--- config.mk ---
export PLATFORM = sky130hd
export DESIGN_NAME = switch_voq_islip_sched
export DESIGN_NICKNAME = d
export VERILOG_FILES = /design/src/rtl/switch_voq_islip_sched_pkg.sv /design/src/rtl/switch_voq_islip_sched_rr_arbiter.sv /design/src/rtl/switch_voq_islip_sched.sv
export SDC_FILE = /design/constraint.sdc
export NUM_CORES = 1
export LEC_CHECK = 0
export CAP_MARGIN = 0
export CORE_MARGIN = 2
export CORE_UTILIZATION = 55
export DETAILED_ROUTE_END_ITERATION = 6
export GPL_ROUTABILITY_DRIVEN = 0
export GPL_TIMING_DRIVEN = 0
export PLACE_DENSITY = 0.85
export SETUP_SLACK_MARGIN = 0.15
export SYNTH_ARGS = -nofsm -noshare
export SYNTH_HDL_FRONTEND = slang
export SYNTH_SLANG_ARGS = --single-unit
--- constraint.sdc ---
create_clock -name clk -period 3.3 [get_ports clk]
set_input_delay 0.33 -clock clk [delete_from_list [all_inputs] [get_ports clk]]
set_output_delay 0.33 -clock clk [all_outputs]
set_load 0.05 [all_outputs]
--- src/rtl/switch_voq_islip_sched_pkg.sv ---
// Shared constants and index helpers for the VOQ iSLIP scheduler.
// Index helpers are shared with the crossbar.
package switch_voq_islip_sched_pkg;

  localparam int RADIX_DEF = 4;

  function automatic int ptr_w(input int radix);
    return (radix < 2) ? 1 : $clog2(radix);
  endfunction

  // VOQ indexing: input n, output m
  function automatic int voq_idx(input int n, input int m,
                                 input int radix);
    return n * radix + m;
  endfunction

  // Crossbar indexing: output m, input n
  function automatic int xbar_idx(input int m, input int n,
                                  input int radix);
    return m * radix + n;
  endfunction

  function automatic int wrap_inc(input int v, input int radix);
    return (v + 1 >= radix) ? 0 : v + 1;
  endfunction

endpackage

--- src/rtl/switch_voq_islip_sched_rr_arbiter.sv ---
// Combinational round-robin select: first request at or after ptr,
// wrapping; returns one-hot grant and its encoded index.
module switch_rr_arbiter
  import switch_voq_islip_sched_pkg::*;
#(
  parameter int RADIX = RADIX_DEF,
  localparam int PTR_WIDTH = ptr_w(RADIX)
) (
  input  logic [RADIX-1:0]     req,
  input  logic [PTR_WIDTH-1:0] ptr,
  output logic [RADIX-1:0]     gnt,
  output logic [PTR_WIDTH-1:0] idx
);

  logic [RADIX-1:0] lo_mask;
  logic [RADIX-1:0] hi_req;
  logic [RADIX-1:0] pick;
  logic [PTR_WIDTH-1:0] enc [RADIX+1];

  // Prefer requests at or above ptr, else wrap to the lowest one
  always_comb begin
    lo_mask = (RADIX'(1) << ptr) - RADIX'(1);
    hi_req  = req & ~lo_mask;
    pick    = (|hi_req) ? hi_req : req;
    gnt     = pick & (~pick + RADIX'(1));
  end

  assign enc[0] = '0;
  for (genvar i = 0; i < RADIX; i++) begin : g_enc
    assign enc[i+1] = enc[i] |
      (gnt[i] ? PTR_WIDTH'(i) : '0);
  end
  assign idx = enc[RADIX];

endmodule

--- src/rtl/switch_voq_islip_sched.sv ---
// Single-iteration iSLIP matcher with frame-granular hold.
// Connections persist until the output sees its last beat.
module switch_voq_islip_sched
  import switch_voq_islip_sched_pkg::*;
#(
  parameter int RADIX = RADIX_DEF,
  localparam int PTR_WIDTH = ptr_w(RADIX)
) (
  input  logic                   clk,
  input  logic                   rst,
  input  logic [RADIX*RADIX-1:0] voq_req,
  input  logic [RADIX-1:0]       xfer_last,
  output logic [RADIX*RADIX-1:0] match,
  output logic [RADIX-1:0]       match_valid
);

  logic                 out_busy   [RADIX];
  logic                 in_busy    [RADIX];
  logic [PTR_WIDTH-1:0] out_in     [RADIX];
  logic [PTR_WIDTH-1:0] grant_ptr  [RADIX];
  logic [PTR_WIDTH-1:0] accept_ptr [RADIX];

  logic [RADIX-1:0]     g_req [RADIX];
  logic [RADIX-1:0]     g_gnt [RADIX];
  logic [PTR_WIDTH-1:0] g_idx [RADIX];
  logic [RADIX-1:0]     a_req [RADIX];
  logic [RADIX-1:0]     a_gnt [RADIX];
  logic [PTR_WIDTH-1:0] a_idx [RADIX];
  logic [RADIX-1:0]     t_mat [RADIX];
  logic [RADIX-1:0]     r_mat [RADIX];
  logic [RADIX-1:0]     a_any;
  logic [RADIX-1:0]     out_take;
  logic [RADIX-1:0]     rel_in;

  for (genvar m = 0; m < RADIX; m++) begin : g_xy
    for (genvar n = 0; n < RADIX; n++) begin : g_n
      assign g_req[m][n] = voq_req[voq_idx(n, m, RADIX)] &
                           ~in_busy[n] & ~out_busy[m];
      assign a_req[n][m] = g_gnt[m][n];
      assign t_mat[m][n] = a_gnt[n][m];
      assign r_mat[n][m] = xfer_last[m] & out_busy[m] &
                           (out_in[m] == PTR_WIDTH'(n));
      assign match[xbar_idx(m, n, RADIX)] = out_busy[m] &
                           (out_in[m] == PTR_WIDTH'(n));
    end
  end

  for (genvar m = 0; m < RADIX; m++) begin : g_out
    switch_rr_arbiter #(.RADIX(RADIX)) u_grant (
      .req (g_req[m]),
      .ptr (grant_ptr[m]),
      .gnt (g_gnt[m]),
      .idx (g_idx[m])
    );

    assign out_take[m]    = |t_mat[m];
    assign match_valid[m] = out_busy[m];

    // Commit an accepted grant, else release on the last beat
    always_ff @(posedge clk or posedge rst) begin
      if (rst) begin
        out_busy[m]  <= 1'b0;
        out_in[m]    <= '0;
        grant_ptr[m] <= '0;
      end else if (out_take[m]) begin
        out_busy[m]  <= 1'b1;
        out_in[m]    <= g_idx[m];
        grant_ptr[m] <= PTR_WIDTH'(
          wrap_inc(int'(g_idx[m]), RADIX));
      end else if (xfer_last[m]) begin
        out_busy[m]  <= 1'b0;
      end
    end
  end

  for (genvar n = 0; n < RADIX; n++) begin : g_in
    switch_rr_arbiter #(.RADIX(RADIX)) u_accept (
      .req (a_req[n]),
      .ptr (accept_ptr[n]),
      .gnt (a_gnt[n]),
      .idx (a_idx[n])
    );

    assign a_any[n]  = |a_gnt[n];
    assign rel_in[n] = |r_mat[n];

    // Input side of commit/release; busy inputs never accept
    always_ff @(posedge clk or posedge rst) begin
      if (rst) begin
        in_busy[n]    <= 1'b0;
        accept_ptr[n] <= '0;
      end else if (a_any[n]) begin
        in_busy[n]    <= 1'b1;
        accept_ptr[n] <= PTR_WIDTH'(
          wrap_inc(int'(a_idx[n]), RADIX));
      end else if (rel_in[n]) begin
        in_busy[n]    <= 1'b0;
      end
    end
  end

endmodule

==> summary.md <==
| Metric | Value |
|---|---|
| Outcome | `finished, final reports clean` |
| Crit end category | `register` |
| Clock skew | `0.00883 ns` |
| Yosys top cell area share | `0.286` |
| Max capacitance violation total | `0` |
| HP Class | `input port to asynchronous set/reset pin` |
| DPL Wire Length | `6.12 mm` |
| TritonCTS buffer count | `5` |
| Skew-Pair Late Insertion Delay | `0.29 ns` |
| R2r startpoint | `in_busy[3]` |
| Via/cell ratio | `6.47` |
| Pwr/cell area | `1030 nW/um2` |
| Syn Nets | `365` |
| Setup crit end | `match_valid[2]` |
| Remaining global-route overflow | `0` |
| Final Worst Setup Slack | `0.391 ns` |
| Layout cell share with drive strength beyond 1 | `0.0944` |
| Max Clock Freq | `344 MHz` |
| Routed wire per std cell | `17.6 um` |
| Worst-Margin Slew | `0.838 ns` |
| Maximum vdd drop | `0.000520 V` |
| Critical path type | `register to register` |
| Crit path DAT | `3.08 ns` |
| Number of synthesized flops with an enable pin | `0` |
| Final ANT Viol Nets | `0` |
| CTS Root Cell | `clkbuf_8` |
| H-tree depth | `2` |
| Worst path required time | `3.47 ns` |
| Final hold violation count | `0` |
| Ant. Diodes | `0` |
| Synth Register Bits | `32` |
| Post-CTS sizing | `0` |
| Crit-path max FO | `7` |
| GRT Total Usage | `0.305` |
| Layout Nets | `413` |
| Slew margin rel. | `0.427` |
| Drt first pass iters | `5` |
| Tot Pwr | `3.48 mW` |
| Synthesized area | `2800 um2` |
| Fin. max-slew vios | `0` |
| YS warnings | `0` |
| Clk slew on worst S/H paths | `0.07 ns` |
| Post-synth top area cell | `dfrtp_1` |
| Residual DRC count | `0` |
| Worst reg2reg endpoint | `match_valid[2]` |
| Critical Path Start Type | `register` |
| Register area share after synthesis | `0.286` |
| Die ar. | `5680 um2` |
| Initial DRC Count | `268` |
| Worst r2r path cells | `7` |
| Final wirelength | `8.08 mm` |
| Crit path time final | `2.91 ns` |
| Slack of the worst reg-to-reg path | `0.39 ns` |
| Place WS | `0.281 ns` |
| Most common cell after layout, fill and taps aside | `clkdlybuf4s50_1` |
| Chip Height | `75.4 um` |
| Post-synthesis async set-or-reset flop share | `1.00` |
| Number of global-route vias before repair | `2,708` |
| Core Region | `4820 um2` |
| CTS tree | `yes` |
| Num rows | `25` |
| Sink Count | `32` |
| Top cells by area, synth | `dfrtp_1 29%, a21oi_1 5.5%, nor2_1 4.0%` |
| Pin count of the biggest net entering global routing | `33` |
| P&R area growth vs syn | `20.9%` |
| Ports | `42` |
| Part of the cycle the worst path needs | `0.882` |
| Hold Slack | `0.479 ns` |
| Port bufs | `41` |
| Commonest cells after routing, fill and taps aside | `41 x clkdlybuf4s50_1, 32 x dfrtp_1, 31 x a21oi_1, 30 x nor2_1, 20 x nand2_1` |
| Post-synth top flop | `dfrtp_1` |
| Initial antenna violation count | `0` |
| DIE WIDTH | `75.4 um` |
| Unrepaired setup endpoints after global routing | `no` |
| Worst Setup SP | `in_busy[3]` |
| Pleak | `1.33 nW` |
| Maximum buffer depth of the clock tree | `2` |
| Fin Setup TNS | `0 ns` |
| Initial Util | `0.582` |
| Synth Instances | `343` |
| CTS Hold Bufs | `0` |
| Syn Area/Cell | `8.17 um2` |
| Final setup fails | `0` |
| Via count | `2,971` |
| Synth unique cells | `71` |
| Post-CTS setup buffers | `0` |
| First-pass GRT wire length | `13.1 mm` |
## state kept, by name (all words and copies together), names as in the netlist
| signal | count |
|---|---|
| match_valid | 4 |
| accept_ptr | 8 |
| grant_ptr | 8 |
| out_in | 8 |
| in_busy | 4 |
## Yosys cell counts (10+ instances only)
| cell type | number |
|---|---|
| o21ai_0 | 17 |
| nor2b_1 | 10 |
| nand2_1 | 20 |
| nand2b_1 | 15 |
| nand3_1 | 11 |
| nor3_1 | 12 |
| a21oi_1 | 31 |
| inv_1 | 18 |
| dfrtp_1 | 32 |
| nor2_1 | 30 |
## worst min-delay path by stage
stage	endpoint	slack, ns
3_5_place_dp	accept_ptr[3]	0.53
2_1_floorplan	accept_ptr[0]	0.45
5_1_grt	grant_ptr[0]	0.54
3_3_place_gp	accept_ptr[3]	0.53
6_report	in_busy[1]	0.48
4_1_cts	accept_ptr[3]	0.54
## critical path: stages (launching register included)
cell and delay, ns:
dfrtp_1 0.56, nand2b_1 0.31, nand2_1 0.10, a2111oi_2 0.80, o22a_1 0.23, o22ai_1 0.14
nor2_1 0.19, or4b_1 0.45
## final cells by class
type / instances / area, um2
Clock inverter: 2 / 10.0
Clock buffer: 6 / 82.6
Buffer: 7 / 27.5
Sequential cell: 32 / 801
Tap cell: 67 / 83.8
Multi-Input combinational cell: 286 / 1910
Timing Repair Buffer: 41 / 410
Inverter: 18 / 67.6
Fill cell: 419 / 1430
## layer usage
metal  wire (um)  up-vias  global-route usage  part of all wire
met2        3710      136               0.488              0.46
met3         646       25              0.0648             0.080
met4         241        0               0.111             0.030
met5           0        -                   0                 0
li1            -     1414                   -                 -
met1        3490     1396               0.408              0.43
## power breakdown
group | switching, mW | total (mW) | leakage (nW) | internal (mW)
registers | 0.318 | 0.920 | 0.372 | 0.602
clock network | 0.159 | 0.325 | 0.0510 | 0.167
logic | 1.35 | 2.24 | 0.911 | 0.890
## through the flow
step,utilization,std cells,instance area (um2)
after CTS,0.704,459,3390
after global placement,0.684,451,3300
final,0.704,459,3390
after global routing,0.704,459,3390
after floorplan,-,343,2800
after detailed placement,0.684,451,3300
## cell families (layout without fill, tap and decap cells)
group,after synthesis,after routing,share of synthesized area
flops,32,32,0.286
mux,1,1,0.00357
compound gates,128,128,0.349
buf+inv,25,74,0.0339
simple gates,157,157,0.328
No activity file was read; power rests on OpenSTA's default activity.
